## src/rtl/mem_array_arbiter_if.sv

```systemverilog
// Requester-side bus of mem_array_arbiter: two request/operand channels,
// their acknowledges, and the shared read result with its error flag.
interface mem_array_arbiter_if #(
  parameter int ADDR_W = 4
);
  logic              req0;
  logic              we0;
  logic [ADDR_W-1:0] addr0;
  logic [7:0]        wdata0;
  logic              ack0;
  logic              req1;
  logic              we1;
  logic [ADDR_W-1:0] addr1;
  logic [7:0]        wdata1;
  logic              ack1;
  logic [7:0]        rdata;
  logic              err;

  modport master (
    output req0, we0, addr0, wdata0,
    output req1, we1, addr1, wdata1,
    input  ack0, ack1, rdata, err
  );

  modport slave (
    input  req0, we0, addr0, wdata0,
    input  req1, we1, addr1, wdata1,
    output ack0, ack1, rdata, err
  );
endinterface

```

## src/rtl/mem_array_arbiter.sv

```systemverilog
// Round-robin two-requester controller for a byte-wide word array: latches the
// winning request, drives a one-hot word select for a fixed window, then acks.
module mem_array_arbiter #(
  parameter int WORDS      = 16,
  parameter int ADDR_W     = 4,
  parameter int ACCESS_CYC = 2
) (
  input  logic                clk,
  input  logic                rst_n,
  mem_array_arbiter_if.slave  bus,
  output logic                busy,
  output logic [WORDS-1:0]    mem_sel,
  output logic                mem_rw,
  output logic [7:0]          mem_din,
  input  logic [7:0]          mem_dout
);

  typedef enum logic [1:0] {
    IDLE   = 2'd0,
    ACCESS = 2'd1,
    DONE   = 2'd2
  } state_t;

  localparam logic [3:0] CNT_LOAD = 4'(ACCESS_CYC - 1);

  function automatic logic in_range(input logic [ADDR_W-1:0] a);
    return (32'(a) < 32'(WORDS));
  endfunction

  function automatic logic [WORDS-1:0] decode_sel(input logic [ADDR_W-1:0] a);
    logic [WORDS-1:0] s;
    for (int i = 0; i < WORDS; i++) begin
      s[i] = (32'(a) == 32'(i));
    end
    return s;
  endfunction

  state_t            state_r;
  state_t            state_nxt_s;
  logic              last_grant_r;
  logic              owner_r;
  logic              we_r;
  logic [ADDR_W-1:0] addr_r;
  logic [7:0]        wdata_r;
  logic [3:0]        cnt_r;

  logic              gnt_valid_s;
  logic              gnt_s;
  logic              op_we_s;
  logic [ADDR_W-1:0] op_addr_s;
  logic [7:0]        op_wdata_s;
  logic              op_ok_s;

  logic [WORDS-1:0]  sel_nxt_s;
  logic              rw_nxt_s;
  logic [7:0]        din_nxt_s;
  logic              ack0_nxt_s;
  logic              ack1_nxt_s;
  logic              err_nxt_s;
  logic [7:0]        rdata_nxt_s;
  logic              busy_nxt_s;

  logic [WORDS-1:0]  sel_r;
  logic              rw_r;
  logic [7:0]        din_r;
  logic              ack0_r;
  logic              ack1_r;
  logic              err_r;
  logic [7:0]        rdata_r;
  logic              busy_r;

  // State register.
  always_ff @(posedge clk or negedge rst_n) begin
    if (!rst_n) begin
      state_r <= IDLE;
    end else begin
      state_r <= state_nxt_s;
    end
  end

  // Next-state logic and round-robin grant decision.
  always_comb begin
    state_nxt_s = state_r;
    gnt_valid_s = 1'b0;
    gnt_s       = 1'b0;
    case (state_r)
      IDLE: begin
        if (bus.req0 && bus.req1) begin
          gnt_valid_s = 1'b1;
          gnt_s       = ~last_grant_r;
        end else if (bus.req0) begin
          gnt_valid_s = 1'b1;
          gnt_s       = 1'b0;
        end else if (bus.req1) begin
          gnt_valid_s = 1'b1;
          gnt_s       = 1'b1;
        end else begin
          gnt_valid_s = 1'b0;
          gnt_s       = 1'b0;
        end
        if (gnt_valid_s) begin
          state_nxt_s = ACCESS;
        end else begin
          state_nxt_s = IDLE;
        end
      end
      ACCESS: begin
        if (cnt_r == 4'd0) begin
          state_nxt_s = DONE;
        end else begin
          state_nxt_s = ACCESS;
        end
      end
      DONE:    state_nxt_s = IDLE;
      default: state_nxt_s = IDLE;
    endcase
  end

  // Operands for the coming cycle: the winner's inputs on a grant, else the latched copy.
  always_comb begin
    op_we_s    = we_r;
    op_addr_s  = addr_r;
    op_wdata_s = wdata_r;
    if (state_r == IDLE) begin
      if (gnt_s) begin
        op_we_s    = bus.we1;
        op_addr_s  = bus.addr1;
        op_wdata_s = bus.wdata1;
      end else begin
        op_we_s    = bus.we0;
        op_addr_s  = bus.addr0;
        op_wdata_s = bus.wdata0;
      end
    end else begin
      op_we_s    = we_r;
      op_addr_s  = addr_r;
      op_wdata_s = wdata_r;
    end
    op_ok_s = in_range(op_addr_s);
  end

  // Request latch, access window counter and grant history.
  always_ff @(posedge clk or negedge rst_n) begin
    if (!rst_n) begin
      last_grant_r <= 1'b1;
      owner_r      <= 1'b0;
      we_r         <= 1'b0;
      addr_r       <= '0;
      wdata_r      <= 8'h00;
      cnt_r        <= 4'd0;
    end else begin
      case (state_r)
        IDLE: begin
          if (gnt_valid_s) begin
            last_grant_r <= gnt_s;
            owner_r      <= gnt_s;
            we_r         <= op_we_s;
            addr_r       <= op_addr_s;
            wdata_r      <= op_wdata_s;
            cnt_r        <= CNT_LOAD;
          end
        end
        ACCESS: begin
          if (cnt_r != 4'd0) begin
            cnt_r <= cnt_r - 4'd1;
          end
        end
        default: ;
      endcase
    end
  end

  // Output values for the next state; decoded ahead so the array pins come straight from flops.
  always_comb begin
    sel_nxt_s   = '0;
    rw_nxt_s    = 1'b1;
    din_nxt_s   = 8'h00;
    ack0_nxt_s  = 1'b0;
    ack1_nxt_s  = 1'b0;
    err_nxt_s   = 1'b0;
    rdata_nxt_s = rdata_r;
    busy_nxt_s  = (state_nxt_s != IDLE);
    case (state_nxt_s)
      ACCESS: begin
        if (op_ok_s) begin
          sel_nxt_s = decode_sel(op_addr_s);
          rw_nxt_s  = ~op_we_s;
          din_nxt_s = op_we_s ? op_wdata_s : 8'h00;
        end else begin
          sel_nxt_s = '0;
          rw_nxt_s  = 1'b1;
          din_nxt_s = 8'h00;
        end
      end
      DONE: begin
        ack0_nxt_s = ~owner_r;
        ack1_nxt_s = owner_r;
        err_nxt_s  = ~in_range(addr_r);
        // Entering DONE is the final ACCESS edge: the selected word is still driving mem_dout.
        if (!we_r) begin
          rdata_nxt_s = in_range(addr_r) ? mem_dout : 8'h00;
        end else begin
          rdata_nxt_s = rdata_r;
        end
      end
      default: ;
    endcase
  end

  // Output registers.
  always_ff @(posedge clk or negedge rst_n) begin
    if (!rst_n) begin
      sel_r   <= '0;
      rw_r    <= 1'b1;
      din_r   <= 8'h00;
      ack0_r  <= 1'b0;
      ack1_r  <= 1'b0;
      err_r   <= 1'b0;
      rdata_r <= 8'h00;
      busy_r  <= 1'b0;
    end else begin
      sel_r   <= sel_nxt_s;
      rw_r    <= rw_nxt_s;
      din_r   <= din_nxt_s;
      ack0_r  <= ack0_nxt_s;
      ack1_r  <= ack1_nxt_s;
      err_r   <= err_nxt_s;
      rdata_r <= rdata_nxt_s;
      busy_r  <= busy_nxt_s;
    end
  end

  assign mem_sel   = sel_r;
  assign mem_rw    = rw_r;
  assign mem_din   = din_r;
  assign busy      = busy_r;
  assign bus.ack0  = ack0_r;
  assign bus.ack1  = ack1_r;
  assign bus.err   = err_r;
  assign bus.rdata = rdata_r;

endmodule

```

## src/flat_wrapper.sv

```systemverilog
// flat-port wrapper written by rule: the top's interface ports become plain ports
module mem_array_arbiter_flat 
#(
  parameter int WORDS      = 16,
  parameter int ADDR_W     = 4,
  parameter int ACCESS_CYC = 2
)
  (clk, rst_n, busy, mem_sel, mem_rw, mem_din, mem_dout, bus_req0, bus_we0, bus_addr0, bus_wdata0, bus_req1, bus_we1, bus_addr1, bus_wdata1, bus_ack0, bus_ack1, bus_rdata, bus_err);
  mem_array_arbiter_if #(.ADDR_W(ADDR_W)) bus_i ();
  input  logic clk;
  input  logic rst_n;
  output logic busy;
  output logic [WORDS-1:0] mem_sel;
  output logic mem_rw;
  output logic [7:0] mem_din;
  input  logic [7:0] mem_dout;
  input wire logic [$bits(bus_i.req0)-1:0] bus_req0;
  input wire logic [$bits(bus_i.we0)-1:0] bus_we0;
  input wire logic [$bits(bus_i.addr0)-1:0] bus_addr0;
  input wire logic [$bits(bus_i.wdata0)-1:0] bus_wdata0;
  input wire logic [$bits(bus_i.req1)-1:0] bus_req1;
  input wire logic [$bits(bus_i.we1)-1:0] bus_we1;
  input wire logic [$bits(bus_i.addr1)-1:0] bus_addr1;
  input wire logic [$bits(bus_i.wdata1)-1:0] bus_wdata1;
  output wire logic [$bits(bus_i.ack0)-1:0] bus_ack0;
  output wire logic [$bits(bus_i.ack1)-1:0] bus_ack1;
  output wire logic [$bits(bus_i.rdata)-1:0] bus_rdata;
  output wire logic [$bits(bus_i.err)-1:0] bus_err;
  assign bus_i.req0 = bus_req0;
  assign bus_i.we0 = bus_we0;
  assign bus_i.addr0 = bus_addr0;
  assign bus_i.wdata0 = bus_wdata0;
  assign bus_i.req1 = bus_req1;
  assign bus_i.we1 = bus_we1;
  assign bus_i.addr1 = bus_addr1;
  assign bus_i.wdata1 = bus_wdata1;
  assign bus_ack0 = bus_i.ack0;
  assign bus_ack1 = bus_i.ack1;
  assign bus_rdata = bus_i.rdata;
  assign bus_err = bus_i.err;
  mem_array_arbiter #(.WORDS(WORDS), .ADDR_W(ADDR_W), .ACCESS_CYC(ACCESS_CYC)) u_core (.clk(clk), .rst_n(rst_n), .bus(bus_i), .busy(busy), .mem_sel(mem_sel), .mem_rw(mem_rw), .mem_din(mem_din), .mem_dout(mem_dout));
endmodule
```

## config.mk

```make
export PLATFORM = sky130hd
export DESIGN_NAME = mem_array_arbiter_flat
export DESIGN_NICKNAME = d
export VERILOG_FILES = /design/src/rtl/mem_array_arbiter_if.sv /design/src/rtl/mem_array_arbiter.sv /design/src/flat_wrapper.sv
export SDC_FILE = /design/constraint.sdc
export NUM_CORES = 1
export LEC_CHECK = 0
export ABC_AREA = 1
export CORE_MARGIN = 2
export CORE_UTILIZATION = 49
export DETAILED_ROUTE_END_ITERATION = 7
export GPL_TIMING_DRIVEN = 0
export PLACE_DENSITY = 0.83
export SKIP_CTS_REPAIR_TIMING = 1
export SYNTH_ARGS = -nofsm -noshare
export SYNTH_HDL_FRONTEND = slang
export SYNTH_SLANG_ARGS = --single-unit
```

## constraint.sdc

```tcl
create_clock -name clk -period 2.3 [get_ports clk]
set_clock_uncertainty 0.15 [all_clocks]
set_input_delay 0.23 -clock clk [delete_from_list [all_inputs] [get_ports clk]]
set_output_delay 0.23 -clock clk [all_outputs]
set_load 0.01 [all_outputs]
```

==> impl_metrics.json <==
{
  "arrival_ns": 1.85,
  "r2r_setup_slack_ns": 0.55,
  "drive_above_1_share_pct": 10.30,
  "syn_area_um2": 2455,
  "ff2ff_path_depth": 9,
  "ys_dominant_reg_cell": "dfrtp_1",
  "hold_path_class": "in2async",
  "final_cell_mix": "72 x clkdlybuf4s50_1, 71 x nand2_1, 55 x dfrtp_1, 35 x inv_1, 34 x nor2_1",
  "diodes": 0,
  "critPathKind": "reg2reg",
  "antenna_found_initial": 0,
  "place_ws_ns": 0.2081,
  "grt_use_total_pct": 22.27,
  "grt_overflow": 0,
  "min_period_ns": 1.745,
  "grt_setup_unrepaired": "no",
  "insertion_delay_ns": 0.33,
  "timing.final.crit_share_pct": 75.89,
  "layout_commonest_cell": "clkdlybuf4s50_1",
  "routabilityCongestion": 0.8561,
  "max_freq_mhz": 572.9,
  "cp.required_ns": 2.41,
  "cts_made_buffers": 9,
  "postLayoutCellArea_um2": 3468,
  "switching_share_pct": 39.81,
  "ys_types": 26,
  "power_frac_comb_pct": 48.0,
  "htree_levels": 3,
  "die_x_um": 74.78,
  "wl_per_cell_um": 13.01,
  "ant_nets": 0,
  "layout.nets": 403,
  "clkPwrFrac_pct": 17.7,
  "synthesis.nets": 317,
  "grt_max_degree": 39,
  "maxSlewViolCount": 0,
  "first_global_vias": 2052,
  "cts_tree": "yes",
  "portBuffers": 73,
  "cts_sinks": 57,
  "area_growth_pct": 41.28,
  "die-area_um2": 5592,
  "grt_pass1_wl_um": 9128,
  "reg2reg_to": "u_core.mem_sel[3]$_DFF_PN0_",
  "ioPinCount": 75,
  "dpl-instance-area_um2": 3284,
  "power_switching_mw": 1.826,
  "drt_iter0_markers": 143,
  "p_leak_nw": 1.702,
  "pwr-share-seq_pct": 34.3,
  "start_util_pct": 51.29,
  "drt_first_pass_iters": 5,
  "hold_viol_final": 0,
  "rows": 25,
  "status": "completed",
  "ys_async_sr_fraction_pct": 100.0,
  "drcViolationCount": 0,
  "internal-power_mw": 2.762,
  "clk_pin_slew_ns": 0.06,
  "setup_slack_ns": 0.5546,
  "fillers": 372,
  "wl_um": 5673,
  "dpl.hpwl_um": 4148,
  "avgSynthCellArea_um2": 8.830,
  "vdd_drop_max_uv": 772.6,
  "yosys_warnings": 0,
  "ys_seq_elements": 57,
  "via_per_inst": 4.839,
  "ys_seq_area_share_pct": 58.21,
  "drv_cap": 0,
  "powerDensity_nw_per_um2": 1323,
  "cp_max_fo": 10,
  "clockBufferDepth": 2,
  "core-area_um2": 4786,
  "die_y_um": 74.78,
  "vias": 2110,
  "end_kind": "register",
  "r2r_start": "u_core.last_grant_r$_DFFE_PN1P_",
  "startpoint_type": "register",
  "synth_cells": 278,
  "cts_root_buffer": "clkbuf_8",
  "synth-edff-count": 0,
  "finalSetupViolCount": 0
}
## flip-flops by register name, indices dropped and copies added, names as in the netlist
| name | count |
|---|---|
| u_core.mem_sel | 16 |
| u_core.owner_r | 1 |
| u_core.bus.ack0 | 1 |
| u_core.last_grant_r | 1 |
| u_core.cnt_r | 4 |
| u_core.bus.rdata | 8 |
| u_core.wdata_r | 8 |
| u_core.busy | 1 |
| u_core.bus.ack1 | 1 |
| u_core.mem_din | 8 |
| u_core.addr_r | 4 |
| u_core.we_r | 1 |
| u_core.state_r | 2 |
| u_core.mem_rw | 1 |
## worst max path at each step
stage                                          startpoint                         endpoint  slack (ns)  depth (start not counted)
after CTS                         u_core.mem_rw$_DFF_PN1_                           mem_rw        0.55                          1
final                     u_core.last_grant_r$_DFFE_PN1P_      u_core.mem_sel[3]$_DFF_PN0_        0.55                          9
after global routing                             bus_req1    u_core.wdata_r[7]$_DFFE_PN0P_        0.39                          5
after floorplan           u_core.last_grant_r$_DFFE_PN1P_      u_core.mem_sel[6]$_DFF_PN0_        0.81                          9
after global placement                              rst_n  u_core.bus.rdata[5]$_DFFE_PN0P_       -0.80                          1
after detailed placement                         bus_req1    u_core.wdata_r[3]$_DFFE_PN0P_        0.21                          4
## critical path, cell delays in order, from the launching register on
cell,delay (ns)
dfstp_2,0.54
nand2_2,0.10
nand2_2,0.11
buf_6,0.16
nand2_1,0.07
nand3_1,0.08
nand2_1,0.10
inv_1,0.11
nand3_2,0.13
nor2_1,0.12
## final cells by class
cell class                 instances  area (um^2)  share of cell area [%]
timing repair buffer              75        755.7                   21.79
buffer                            10        82.58                   2.381
clock buffer                      13        158.9                   4.582
tap                               67        83.83                   2.417
multi-input combinational        176        812.0                   23.41
clock inverter                     3        15.01                  0.4329
inverter                          35        131.4                   3.788
sequential                        57         1429                   41.20
## per-stage QoR
step	setup TNS (ns)	instances	util (%)	hold WS, ns	power, mW
after floorplan	0	278	-	-0.2156	2.908
after global placement	-44.14	418	68.31	0.2732	3.675
after detailed placement	0	419	68.63	0.06183	3.769
after CTS	0	435	72.26	-0.2967	4.602
after global routing	0	436	72.47	0.2786	4.932
final	0	436	72.47	0.2311	4.588
## synth_stat cells (all sizes together), types with 2 or more instances
cell type  count  area share [%]
clkbuf         4             1.0
nand2         75              12
nand3         25             5.7
dfstp          2             2.1
o21ai         22             4.6
o211ai         3            0.92
o22ai          2            0.76
a21oi          8             1.9
nor3           2            0.41
nor2          35             5.7
dfrtp         55              56
buf            6             2.3
inv           35             5.4
## cells by family (layout without fill, tap and decap cells)
kind of cell	after synthesis	count (layout)	share of synthesized area, %
AO/OA/AOI/OAI	35	35	8.257
flip-flops	57	57	58.21
AND/OR/NAND/NOR	139	139	24.16
adder cells (fa/ha/maj)	1	1	0.5096
buffers and inverters	45	136	8.715
other	1	1	0.1528
## power by group through the flow
stage                     Clock (mW)  Combinational [mW]  Sequential (mW)
after floorplan                    0                1.24             1.67
after global placement             0                2.11             1.57
after detailed placement           0                2.19             1.58
after CTS                      0.824                2.21             1.57
after global routing           0.869                2.46             1.61
final                          0.812                2.20             1.57
## routing by layer
| layer | track usage (%) | part of all wire (%) |
|---|---|---|
| met5 | 0 | 0 |
| met4 | 11.51 | 1.6 |
| met3 | 5.221 | 6.0 |
| met2 | 37.95 | 51 |
| met1 | 26.35 | 41 |
Power figures use the tool's default switching activity.
